<file path="config.mk">
export PLATFORM = sky130hd
export DESIGN_NAME = compressor_flat
export DESIGN_NICKNAME = d
export VERILOG_FILES = /design/src/rtl/hacd_comp_pkg.sv /design/src/rtl/compressor_if.sv /design/src/rtl/comp_zero_scan.sv /design/src/rtl/compressor.sv /design/src/flat_wrapper.sv
export SDC_FILE = /design/constraint.sdc
export NUM_CORES = 1
export LEC_CHECK = 0
export CAP_MARGIN = 20
export CORE_AREA = 2 2 411 413
export DETAILED_ROUTE_END_ITERATION = 10
export DIE_AREA = 0 0 413 415
export DONT_BUFFER_PORTS = 1
export GPL_TIMING_DRIVEN = 0
export MAX_ROUTING_LAYER = met4
export PLACE_DENSITY = 0.31
export SYNTH_ARGS = -nofsm -noshare
export SYNTH_HDL_FRONTEND = slang
export SYNTH_SLANG_ARGS = --single-unit
</file>
<file path="constraint.sdc">
create_clock -name clk_i -period 1.8 [get_ports clk_i]
set_input_delay 0.09 -clock clk_i [delete_from_list [all_inputs] [get_ports clk_i]]
set_output_delay 0.09 -clock clk_i [all_outputs]
set_load 0.1 [all_outputs]
</file>
<file path="src/rtl/hacd_comp_pkg.sv">
`default_nettype none
// ============================================================================
// Module      : hacd_comp_pkg
// Description : Shared definitions for the page compressor and decompressor:
//               page geometry, metadata line layout, FSM state encoding and
//               helper functions.
// Revision    : 1.0 - initial release
// ============================================================================
`ifndef HACD_AXI4_DATA_WIDTH
`define HACD_AXI4_DATA_WIDTH 512
`endif

package hacd_comp_pkg;

    // Page geometry: 4 chunks of 16 lines of 64 bytes = one 4 KB page.
    localparam int LINES_PER_CHUNK = 16;
    localparam int NUM_CHUNKS      = 4;
    localparam int LINE_BYTES      = 64;
    localparam int LINES_PER_PAGE  = LINES_PER_CHUNK * NUM_CHUNKS;
    localparam int DATA_WIDTH      = `HACD_AXI4_DATA_WIDTH;
    localparam int LINE_IDX_W      = $clog2(LINES_PER_PAGE);
    localparam int CHUNK_IDX_W     = $clog2(NUM_CHUNKS);

    // Metadata line: zero_chunk_vec sits in the low bits, everything else 0.
    localparam int META_ZVEC_LSB = 0;
    localparam int META_ZVEC_MSB = META_ZVEC_LSB + NUM_CHUNKS - 1;

    // Compressor FSM encoding.
    typedef logic [2:0] comp_state_t;
    localparam comp_state_t ST_IDLE      = 3'd0;
    localparam comp_state_t ST_SCAN      = 3'd1;
    localparam comp_state_t ST_META      = 3'd2;
    localparam comp_state_t ST_LD_RDPTR  = 3'd3;
    localparam comp_state_t ST_XFER      = 3'd4;
    localparam comp_state_t ST_DONE      = 3'd5;
    localparam comp_state_t ST_BUS_ERROR = 3'd6;

    // Compressed size: one metadata line plus 16 lines per non-zero chunk.
    function automatic logic [13:0] comp_size_bytes(input logic [NUM_CHUNKS-1:0] zvec);
        logic [13:0] n;
        n = '0;
        for (int i = 0; i < NUM_CHUNKS; i++) begin
            if (!zvec[i]) n = n + 14'd1;
        end
        return 14'(LINE_BYTES) + n * 14'(LINE_BYTES * LINES_PER_CHUNK);
    endfunction

    // Index of the lowest clear bit (caller guarantees one exists).
    function automatic logic [CHUNK_IDX_W-1:0] lowest_pending(input logic [NUM_CHUNKS-1:0] done_mask);
        logic [CHUNK_IDX_W-1:0] idx;
        idx = '0;
        for (int i = NUM_CHUNKS - 1; i >= 0; i--) begin
            if (!done_mask[i]) idx = CHUNK_IDX_W'(i);
        end
        return idx;
    endfunction

endpackage

`default_nettype wire

</file>
<file path="src/rtl/compressor_if.sv">
`default_nettype none
// ============================================================================
// Module      : compressor_if
// Description : Control, read-FIFO and write-FIFO signals of the page
//               compressor. master = compressor, slave = FIFO/controller side.
// Revision    : 1.0 - initial release
// ============================================================================
interface compressor_if
    import hacd_comp_pkg::*;
#(
    parameter int FIFO_PTR_WIDTH = 6
);
    logic                      comp_start;
    logic [13:0]               comp_size;
    logic                      comp_fail;
    logic                      comp_done;
    logic [FIFO_PTR_WIDTH-1:0] rdfifo_rdptr;
    logic                      ld_rdfifo_rdptr;
    logic                      rdfifo_empty;
    logic                      rd_req;
    logic [DATA_WIDTH-1:0]     rd_data;
    logic [1:0]                rd_rresp;
    logic                      rd_valid;
    logic                      wrfifo_full;
    logic                      wr_req;
    logic [DATA_WIDTH-1:0]     wr_data;

    modport master (
        input  comp_start, rdfifo_empty, rd_data, rd_rresp, rd_valid, wrfifo_full,
        output comp_size, comp_fail, comp_done, rdfifo_rdptr, ld_rdfifo_rdptr,
               rd_req, wr_req, wr_data
    );

    modport slave (
        output comp_start, rdfifo_empty, rd_data, rd_rresp, rd_valid, wrfifo_full,
        input  comp_size, comp_fail, comp_done, rdfifo_rdptr, ld_rdfifo_rdptr,
               rd_req, wr_req, wr_data
    );
endinterface

`default_nettype wire

</file>
<file path="src/rtl/comp_zero_scan.sv">
`default_nettype none
// ============================================================================
// Module      : comp_zero_scan
// Description : Zero-line detection and zero_chunk_vec accumulation. Every
//               chunk starts out presumed all-zero; any non-zero line clears
//               the bit of the chunk it belongs to.
// Revision    : 1.0 - initial release
// ============================================================================
module comp_zero_scan
    import hacd_comp_pkg::*;
(
    input  wire logic                   clk_i,
    input  wire logic                   rst_ni,
    input  wire logic                   clear,
    input  wire logic                   line_valid,
    input  wire logic [CHUNK_IDX_W-1:0] chunk_idx,
    input  wire logic [DATA_WIDTH-1:0]  line_data,
    output logic      [NUM_CHUNKS-1:0]  zero_chunk_vec,
    output logic      [NUM_CHUNKS-1:0]  zero_chunk_vec_next
);
    logic [NUM_CHUNKS-1:0] r_zvec;
    logic [NUM_CHUNKS-1:0] w_zvec_next;

    // Next vector: restart on clear, otherwise knock out chunks with data.
    always_comb begin
        w_zvec_next = r_zvec;
        if (clear) begin
            w_zvec_next = '1;
        end else if (line_valid && (|line_data)) begin
            w_zvec_next[chunk_idx] = 1'b0;
        end
    end

    // Vector register.
    always_ff @(posedge clk_i or negedge rst_ni) begin
        if (!rst_ni) begin
            r_zvec <= '1;
        end else begin
            r_zvec <= w_zvec_next;
        end
    end

    assign zero_chunk_vec      = r_zvec;
    assign zero_chunk_vec_next = w_zvec_next;
endmodule

`default_nettype wire

</file>
<file path="src/rtl/compressor.sv">
`default_nettype none
// ============================================================================
// Module      : compressor
// Description : Zero-chunk page compressor. Scans the 64-line page in the
//               read FIFO, writes a metadata line holding zero_chunk_vec,
//               then replays every non-zero 16-line chunk in ascending order.
//               Optional macro COMP_INCOMPRESSIBLE_ABORT_EN: a page with no
//               all-zero chunk is abandoned (comp_fail, nothing written).
// Revision    : 1.0 - initial release
// ============================================================================
module compressor
    import hacd_comp_pkg::*;
#(
    parameter int FIFO_PTR_WIDTH = 6
)(
    input wire logic      clk_i,
    input wire logic      rst_ni,
    compressor_if.master  bus
);
    comp_state_t               r_state;
    logic                      r_outstanding;
    logic [LINE_IDX_W-1:0]     r_line_cnt;
    logic [NUM_CHUNKS-1:0]     r_sent;
    logic [CHUNK_IDX_W-1:0]    r_cur_chunk;
    logic                      r_ld;
    logic [FIFO_PTR_WIDTH-1:0] r_ptr;
    logic                      r_wr_pend;
    logic [DATA_WIDTH-1:0]     r_wr_data;
    logic                      r_abort;

    logic                      w_line_ok;
    logic                      w_rd_err;
    logic                      w_rd_req;
    logic                      w_scan_clear;
    logic                      w_scan_valid;
    logic [NUM_CHUNKS-1:0]     w_zvec;
    logic [NUM_CHUNKS-1:0]     w_zvec_next;
    logic [NUM_CHUNKS-1:0]     w_sent_next;
    logic [DATA_WIDTH-1:0]     w_meta_line;

    assign w_line_ok    = r_outstanding && bus.rd_valid && (bus.rd_rresp == 2'b00);
    assign w_rd_err     = bus.rd_valid && (bus.rd_rresp != 2'b00);
    assign w_scan_clear = (r_state == ST_IDLE) && bus.comp_start;
    assign w_scan_valid = (r_state == ST_SCAN) && w_line_ok;
    assign w_sent_next  = r_sent | (NUM_CHUNKS'(1) << r_cur_chunk);

    comp_zero_scan u_zero_scan (
        .clk_i               (clk_i),
        .rst_ni              (rst_ni),
        .clear               (w_scan_clear),
        .line_valid          (w_scan_valid),
        .chunk_idx           (r_line_cnt[LINE_IDX_W-1 -: CHUNK_IDX_W]),
        .line_data           (bus.rd_data),
        .zero_chunk_vec      (w_zvec),
        .zero_chunk_vec_next (w_zvec_next)
    );

    // Metadata line: zero_chunk_vec in the low bits, the rest zero.
    always_comb begin
        w_meta_line = '0;
        w_meta_line[META_ZVEC_MSB:META_ZVEC_LSB] = w_zvec;
    end

    // Read request: one outstanding at most, never in the pointer-load cycle,
    // and during replay only when the write side can take the line.
    always_comb begin
        w_rd_req = 1'b0;
        if (!r_outstanding && !r_ld && !bus.rdfifo_empty) begin
            case (r_state)
                ST_SCAN: w_rd_req = 1'b1;
                ST_XFER: w_rd_req = !bus.wrfifo_full && !r_wr_pend;
                default: w_rd_req = 1'b0;
            endcase
        end
    end

    // Main sequencer: scan, metadata, per-chunk pointer load and replay.
    always_ff @(posedge clk_i or negedge rst_ni) begin
        if (!rst_ni) begin
            r_state       <= ST_IDLE;
            r_outstanding <= 1'b0;
            r_line_cnt    <= '0;
            r_sent        <= '0;
            r_cur_chunk   <= '0;
            r_ld          <= 1'b0;
            r_ptr         <= '0;
            r_wr_pend     <= 1'b0;
            r_wr_data     <= '0;
            r_abort       <= 1'b0;
        end else begin
            r_ld <= 1'b0;
            if (w_rd_req) begin
                r_outstanding <= 1'b1;
            end else if (bus.rd_valid) begin
                r_outstanding <= 1'b0;
            end
            if (bus.wr_req) begin
                r_wr_pend <= 1'b0;
            end

            if (w_rd_err) begin
                r_state       <= ST_BUS_ERROR;
                r_outstanding <= 1'b0;
                r_wr_pend     <= 1'b0;
            end else begin
                case (r_state)
                    ST_IDLE: begin
                        if (bus.comp_start) begin
                            r_ld       <= 1'b1;
                            r_ptr      <= '0;
                            r_line_cnt <= '0;
                            r_sent     <= '0;
                            r_abort    <= 1'b0;
                            r_state    <= ST_SCAN;
                        end
                    end
                    ST_SCAN: begin
                        if (w_line_ok) begin
                            if (r_line_cnt == LINE_IDX_W'(LINES_PER_PAGE - 1)) begin
`ifdef COMP_INCOMPRESSIBLE_ABORT_EN
                                if (w_zvec_next == '0) begin
                                    r_abort <= 1'b1;
                                    r_state <= ST_DONE;
                                end else begin
                                    r_state <= ST_META;
                                end
`else
                                r_state <= ST_META;
`endif
                            end else begin
                                r_line_cnt <= r_line_cnt + 1'b1;
                            end
                        end
                    end
                    ST_META: begin
                        if (!bus.wrfifo_full && !r_wr_pend) begin
                            r_wr_pend <= 1'b1;
                            r_wr_data <= w_meta_line;
                            r_state   <= (w_zvec == '1) ? ST_DONE : ST_LD_RDPTR;
                        end
                    end
                    ST_LD_RDPTR: begin
                        r_cur_chunk <= lowest_pending(w_zvec | r_sent);
                        r_ptr       <= FIFO_PTR_WIDTH'({lowest_pending(w_zvec | r_sent), 4'b0000});
                        r_ld        <= 1'b1;
                        r_line_cnt  <= '0;
                        r_state     <= ST_XFER;
                    end
                    ST_XFER: begin
                        if (w_line_ok) begin
                            r_wr_pend <= 1'b1;
                            r_wr_data <= bus.rd_data;
                            if (r_line_cnt == LINE_IDX_W'(LINES_PER_CHUNK - 1)) begin
                                r_sent  <= w_sent_next;
                                r_state <= ((w_zvec | w_sent_next) == '1) ? ST_DONE : ST_LD_RDPTR;
                            end else begin
                                r_line_cnt <= r_line_cnt + 1'b1;
                            end
                        end
                    end
                    ST_DONE: begin
                        if (!bus.comp_start && !r_wr_pend) begin
                            r_state <= ST_IDLE;
                        end
                    end
                    ST_BUS_ERROR: begin
                        r_state <= ST_BUS_ERROR;
                    end
                    default: begin
                        r_state <= ST_IDLE;
                    end
                endcase
            end
        end
    end

    // A pending line leaves as soon as the write FIFO has room; completion
    // is only reported once the final line has left.
    assign bus.rd_req          = w_rd_req;
    assign bus.wr_req          = r_wr_pend && !bus.wrfifo_full;
    assign bus.wr_data         = r_wr_data;
    assign bus.ld_rdfifo_rdptr = r_ld;
    assign bus.rdfifo_rdptr    = r_ptr;
    assign bus.comp_done       = ((r_state == ST_DONE) && !r_wr_pend) || (r_state == ST_BUS_ERROR);
    assign bus.comp_fail       = (r_state == ST_BUS_ERROR) || ((r_state == ST_DONE) && r_abort);
    assign bus.comp_size       = ((r_state == ST_DONE) && !r_abort && !r_wr_pend)
                                 ? comp_size_bytes(w_zvec) : 14'd0;
endmodule

`default_nettype wire
</file>
<file path="src/flat_wrapper.sv">
// flat-port wrapper written by rule: the top's interface ports become plain ports
module compressor_flat import hacd_comp_pkg::*;
#(
    parameter int FIFO_PTR_WIDTH = 6
)
  (clk_i, rst_ni, bus_comp_start, bus_rdfifo_empty, bus_rd_data, bus_rd_rresp, bus_rd_valid, bus_wrfifo_full, bus_comp_size, bus_comp_fail, bus_comp_done, bus_rdfifo_rdptr, bus_ld_rdfifo_rdptr, bus_rd_req, bus_wr_req, bus_wr_data);
  compressor_if #(.FIFO_PTR_WIDTH(FIFO_PTR_WIDTH)) bus_i ();
  input wire logic clk_i;
  input wire logic rst_ni;
  input wire logic [$bits(bus_i.comp_start)-1:0] bus_comp_start;
  input wire logic [$bits(bus_i.rdfifo_empty)-1:0] bus_rdfifo_empty;
  input wire logic [$bits(bus_i.rd_data)-1:0] bus_rd_data;
  input wire logic [$bits(bus_i.rd_rresp)-1:0] bus_rd_rresp;
  input wire logic [$bits(bus_i.rd_valid)-1:0] bus_rd_valid;
  input wire logic [$bits(bus_i.wrfifo_full)-1:0] bus_wrfifo_full;
  output wire logic [$bits(bus_i.comp_size)-1:0] bus_comp_size;
  output wire logic [$bits(bus_i.comp_fail)-1:0] bus_comp_fail;
  output wire logic [$bits(bus_i.comp_done)-1:0] bus_comp_done;
  output wire logic [$bits(bus_i.rdfifo_rdptr)-1:0] bus_rdfifo_rdptr;
  output wire logic [$bits(bus_i.ld_rdfifo_rdptr)-1:0] bus_ld_rdfifo_rdptr;
  output wire logic [$bits(bus_i.rd_req)-1:0] bus_rd_req;
  output wire logic [$bits(bus_i.wr_req)-1:0] bus_wr_req;
  output wire logic [$bits(bus_i.wr_data)-1:0] bus_wr_data;
  assign bus_i.comp_start = bus_comp_start;
  assign bus_i.rdfifo_empty = bus_rdfifo_empty;
  assign bus_i.rd_data = bus_rd_data;
  assign bus_i.rd_rresp = bus_rd_rresp;
  assign bus_i.rd_valid = bus_rd_valid;
  assign bus_i.wrfifo_full = bus_wrfifo_full;
  assign bus_comp_size = bus_i.comp_size;
  assign bus_comp_fail = bus_i.comp_fail;
  assign bus_comp_done = bus_i.comp_done;
  assign bus_rdfifo_rdptr = bus_i.rdfifo_rdptr;
  assign bus_ld_rdfifo_rdptr = bus_i.ld_rdfifo_rdptr;
  assign bus_rd_req = bus_i.rd_req;
  assign bus_wr_req = bus_i.wr_req;
  assign bus_wr_data = bus_i.wr_data;
  compressor #(.FIFO_PTR_WIDTH(FIFO_PTR_WIDTH)) u_core (.clk_i(clk_i), .rst_ni(rst_ni), .bus(bus_i));
endmodule
</file>
# After elaboration in Yosys (flattened, before gate mapping)
# Cells that the tools add are included.
# classes
add_sub_neg	5
n_lt_le_gt_ge	2
n_eq_ne	24
n_shift	1
muxes	51
n_bitwise	6
n_reduce_logical	36
# ops
op	n
2-to-1 mux 512 bit	2
case mux 512 bit (2 select lines)	1
OR reduction 512 bit	1
2-to-1 mux 4 bit	8
2-to-1 mux 3 bit	10
2-to-1 mux 6 bit	5
case mux 6 bit (4 select lines)	1
case mux 3 bit (7 select lines)	1
!= test 3 x 1 -> 1 bit (second input constant)	5
adder 7 x 14 -> 14 bit (first input constant)	1
2-to-1 mux 14 bit	1
AND reduction 7 bit	2
logical AND 1 bit	13
2-to-1 mux 1 bit	12
bitwise OR 4 bit	3
case mux 6 bit (2 select lines)	1
nonzero test 2 bit	5
equality test 3 bit (second input constant)	3
adder 4 x 1 -> 4 bit (second input constant)	2
equality test 4 bit (second input constant)	2
2-to-1 mux 2 bit	4
!= test 2 x 1 -> 1 bit (second input constant)	4
case mux 4 bit (2 select lines)	1
adder 6 x 1 -> 6 bit (second input constant)	1
25 further kinds	36
# totals
reg_bits	540
in_bits	520
out_inout_bits	537
elab_cells	135

# Logic depth before layout (Yosys ltp)
# logic_depth
word_depth	9
depth_mapped	11
mapped_depth_nobuf	8

# Cells and area by module
# Synthesis repeated with hierarchy kept, for this count alone.
# unflattened
cells_unflattened	1521
hier_area_um2	20687.3
# by_module_without_submodules
module	n_inst	cells_each	area_each_um2	seq_area_each_um2
compressor	1	1338	19444.9	13312.8
comp_zero_scan	1	183	1242.4	105.1

# Worst setup path before layout
# No wires, ideal clock.
# synth_path
path_kind	reg-to-output
start	register u_core.r_state[0]
end	output port bus_comp_done
t_arrival_ns	3.521
required_time_ns	1.710
setup_slack_ns	-1.811
stages_incl_launch_ff	5
path_cell_list	dfrtp_1 > clkbuf_1 > clkbuf_1 > nor3_1 > or2_2
# synth_via
elab_cells_between_ends	4
cone_classes	2 x eq/ne; 2 x reduce/logical
# synth_rtl
element	line_no	source
start, declared	compressor.sv:20	comp_state_t r_state;
start signal, assigned	compressor.sv:139	r_state <= (w_zvec == '1) ? ST_DONE : ST_LD_RDPTR;
start signal, assigned	compressor.sv:155	r_state <= ((w_zvec | w_sent_next) == '1) ? ST_DONE : ST_LD_RDPTR;
equality test 3 bit	-	
via bus_comp_fail	flat_wrapper.sv:17	output wire logic [$bits(bus_i.comp_fail)-1:0] bus_comp_fail;
logical OR 1 bit	compressor.sv:184	assign bus.comp_done = ((r_state == ST_DONE) && !r_wr_pend) || (r_state == ST_BUS_ERROR);
end, declared	flat_wrapper.sv:18	output wire logic [$bits(bus_i.comp_done)-1:0] bus_comp_done;
# The timed path passes the listed nets, and every way through them passes these cells.

# Final worst setup path
# layout_path
start	register u_core.u_zero_scan.r_zvec[1], in the netlist u_core.u_zero_scan.zero_chunk_vec[1]
end	output port bus_comp_size[12]
# layout_via
elab_chain_cells	7
# layout_lines
element	line_no	source
start, declared	comp_zero_scan.sv:21	logic [NUM_CHUNKS-1:0] r_zvec;
start signal, assigned	comp_zero_scan.sv:39	r_zvec <= w_zvec_next;
2-to-1 mux 4 bit *	hacd_comp_pkg.sv:43	if (!zvec[i]) n = n + 14'd1;
adder 4 x 1 -> 4 bit	hacd_comp_pkg.sv:43	
2-to-1 mux 4 bit *	hacd_comp_pkg.sv:43	
adder 4 x 1 -> 4 bit	hacd_comp_pkg.sv:43	
2-to-1 mux 4 bit *	hacd_comp_pkg.sv:43	
adder 7 x 14 -> 14 bit *	hacd_comp_pkg.sv:45	return 14'(LINE_BYTES) + n * 14'(LINE_BYTES * LINES_PER_CHUNK);
2-to-1 mux 14 bit *	compressor.sv:187	? comp_size_bytes(w_zvec) : 14'd0;
end, declared	flat_wrapper.sv:16	output wire logic [$bits(bus_i.comp_size)-1:0] bus_comp_size;
# Mark *: on every way between the ends. The rest lies on a longest branch, timed or not.

==> results.py <==
metrics = {
    "clock_network": {
        "clk_path_buf_depth": 3,
        "cts_made_buffers": 73,
        "cts_tree": "done",
        "htree_num_levels": 3,
        "clock_latency_ns": 0.67,
        "clk_pin_slew_worst_paths_ns": 0.06,
        "root_buffer": "clkbuf_16",
        "postCtsHoldBufs": 517,
        "cts_num_sinks": 536,
    },
    "cells_and_area": {
        "final_area_sq_um": 42000,
        "drive_above_1_share_pct": 46.5,
        "fillers": 17812,
        "layout.nets": 3898,
        "area_delta_synth_final_pct": 83.6,
    },
    "sta": {
        "setup_violations": 533,
        "relSlewSlack_pct": -16.5,
        "period_share_pct": 153,
        "worst_slew_pin_slew_ns": 1.75,
        "finalClockSkew_ns": 0.0240,
        "fin_tns_setup_ns": -308.57,
        "setup_ws_ns": -0.953,
        "grt_setup_unrepaired": "yes",
        "slew_violations": 111,
        "hold_slack_ns": -0.872,
        "max_freq_mhz": 363,
        "layout_min_cycle_time_ns": 2.75,
        "hold_violations": 533,
    },
    "logic_synthesis": {
        "synth_area_per_cell_sq_um": 8.83,
        "seq_area_frac_synth_pct": 58.7,
        "syn-cell-area_sq_um": 22900,
        "synth_area_leaders": "dfrtp_1 (58%), nand2_1 (17%), o21ai_1 (6.6%), o21ai_0 (4.9%), nor4_1 (3.7%)",
        "yosysMostFrequentCell": "nand2_1",
        "synth-async-reset-ratio_pct": 100,
        "ys_ff_latch": 536,
        "dominantRegCellSynth": "dfrtp_1",
        "synth-edff-count": 0,
        "ys_warn_count": 0,
        "netlist_instances": 2588,
        "synth_common_cells": "nand2_1 (1037), dfrtp_1 (532), o21ai_1 (300)",
        "yosys.area.top_type": "dfrtp_1",
        "synth_top_area_share_pct": 58.2,
        "ys_types": 51,
    },
    "die": {
        "dieArea_sq_um": 171000,
        "core_sq_um": 167000,
        "die_h_um": 415,
        "io_pins": 1057,
        "start_util_pct": 13.7,
        "dieWidth_um": 413,
        "rows": 150,
    },
    "worst_setup_path": {
        "required_ns": 1.71,
        "cp.arrival_ns": 2.66,
        "cp-end-kind": "primary output",
        "crit_fanout": 2,
        "cp-start-kind": "register",
        "worst-setup-path-type": "reg2out",
    },
    "global_route": {
        "grt_overflow": 0,
        "grt_usage_pct": 18.4,
        "grt_max_degree": 537,
        "grt_first_pass_wirelength_mm": 215,
        "grt_pass1_vias": 25214,
        "antenna_found_initial": 15,
    },
    "drt": {
        "ant_nets": 0,
        "dr.pass1.iters": 5,
        "post_drt_wl_per_cell_um": 28.4,
        "routed_via_density": 4.18,
        "drt_drc_violations_left": 0,
        "wirelength_mm": 160,
        "first_iter_violations": 1358,
        "vias": 23628,
    },
    "status": {
        "violations": "hold timing, slew limit, setup timing",
        "status": "complete, but fails checks",
    },
    "placed_design": {
        "port_buffers": 0,
        "place_area_sq_um": 26700,
        "gp_congestion": 0.918,
        "dp_hpwl_mm": 111,
        "place_ws_ns": -1.63,
    },
    "run": {
        "maxCapViolations": 0,
    },
    "worst_hold_path": {
        "hp-class": "in2async",
    },
}
==> final cells by class <==
class | instances | area, sq um | area share (%)
clock buffer | 110 | 2160 | 5.14
timing repair buffer | 706 | 8490 | 20.2
clock inverter | 20 | 272 | 0.647
tap | 2204 | 2760 | 6.57
antenna | 17 | 42.5 | 0.101
multi-input combinational | 1861 | 12300 | 29.3
buffer | 184 | 2140 | 5.09
inverter | 12 | 55.1 | 0.131
sequential | 536 | 13800 | 32.8
==> critical path, cell delays in order, from the launching register on <==
cell	delay [ns]
dfstp_2	0.56
inv_2	0.06
ha_4	0.26
xnor2_4	0.16
ha_1	0.16
nand2_1	0.08
xnor2_2	0.15
nor2_4	0.54
==> what timing repair did <==
item / 4_1_cts / 5_1_grt
resized for setup: 1023 / 789
pin swaps: 127 / 115
endpoints found under the setup margin: 809 / 543
hold endpoints to repair: 1067 / 537
cloned: 71 / 8
setup buffers: 72 / 26
==> per-stage QoR <==
stage | std cells | util [%]
2_1_floorplan | 2601 | -
3_3_place_gp | 4805 | 15.6
3_5_place_dp | 4844 | 16.0
4_1_cts | 5628 | 23.7
5_1_grt | 5647 | 25.2
6_report | 5650 | 25.2
==> sequential cells by signal, indices dropped and copies added (netlist names) <==
register                           count
u_core.r_outstanding                   1
u_core.r_cur_chunk                     2
u_core.u_zero_scan.zero_chunk_vec      4
u_core.r_line_cnt                      6
u_core.r_wr_pend                       1
u_core.bus.wr_data                   512
u_core.bus.ld_rdfifo_rdptr             1
u_core.bus.rdfifo_rdptr                2
u_core.r_sent                          4
u_core.r_state                         3
==> placed cells by master, fill, tap and decap left out, drive strengths merged, types with 17 or more instances in the layout <==
cell type	count
nand4	34
nand2	1037
clkbuf	216
nor2	28
o21ai	522
nor4	137
dlygate4sd3	517
buf	267
diode	17
dfrtp	532
==> per-layer routing <==
layer	track usage [%]	vias to the layer above	wire length [um]
li1	-	10383	-
met1	20.7	12048	62700
met2	31.0	942	79400
met3	4.92	255	11600
met4	7.04	0	6600
met5	-	-	0
==> cells by family (layout without fill, tap and decap cells) <==
logic type / Yosys count / count (layout) / share of synthesized area (%)
adders and majority gates: 4 / 4 / 0.219
muxes: 5 / 5 / 0.219
DFF: 536 / 536 / 58.7
buffers and inverters: 204 / 1032 / 4.84
xor gates and xnor gates: 2 / 2 / 0.0766
AOI/OAI and AO/OA: 562 / 562 / 12.7
other: 1 / 31 / 0.0164
and+or+nand+nor: 1274 / 1274 / 23.2
==> path summary, 6_finish.rpt <==
kind                                                            from                         end  slack [ns]  cells after the start
worst max register to register                     u_core.r_state[2]     u_core.bus.wr_data[240]       -0.69                     13
worst max-delay path            u_core.u_zero_scan.zero_chunk_vec[1]           bus_comp_size[12]       -0.95                      7
max in group asynchronous                                     rst_ni  u_core.bus.ld_rdfifo_rdptr        1.08                      0
min in group clk_i                                  bus_rdfifo_empty        u_core.r_outstanding       -0.05                      3
worst min register to register                      u_core.r_sent[2]            u_core.r_sent[2]        0.55                      2
worst min-delay path                                          rst_ni     u_core.bus.wr_data[425]       -0.87                      0
Power is not shown: default switching activity piles up to over one toggle a cycle in this logic, so the estimate is an artifact.
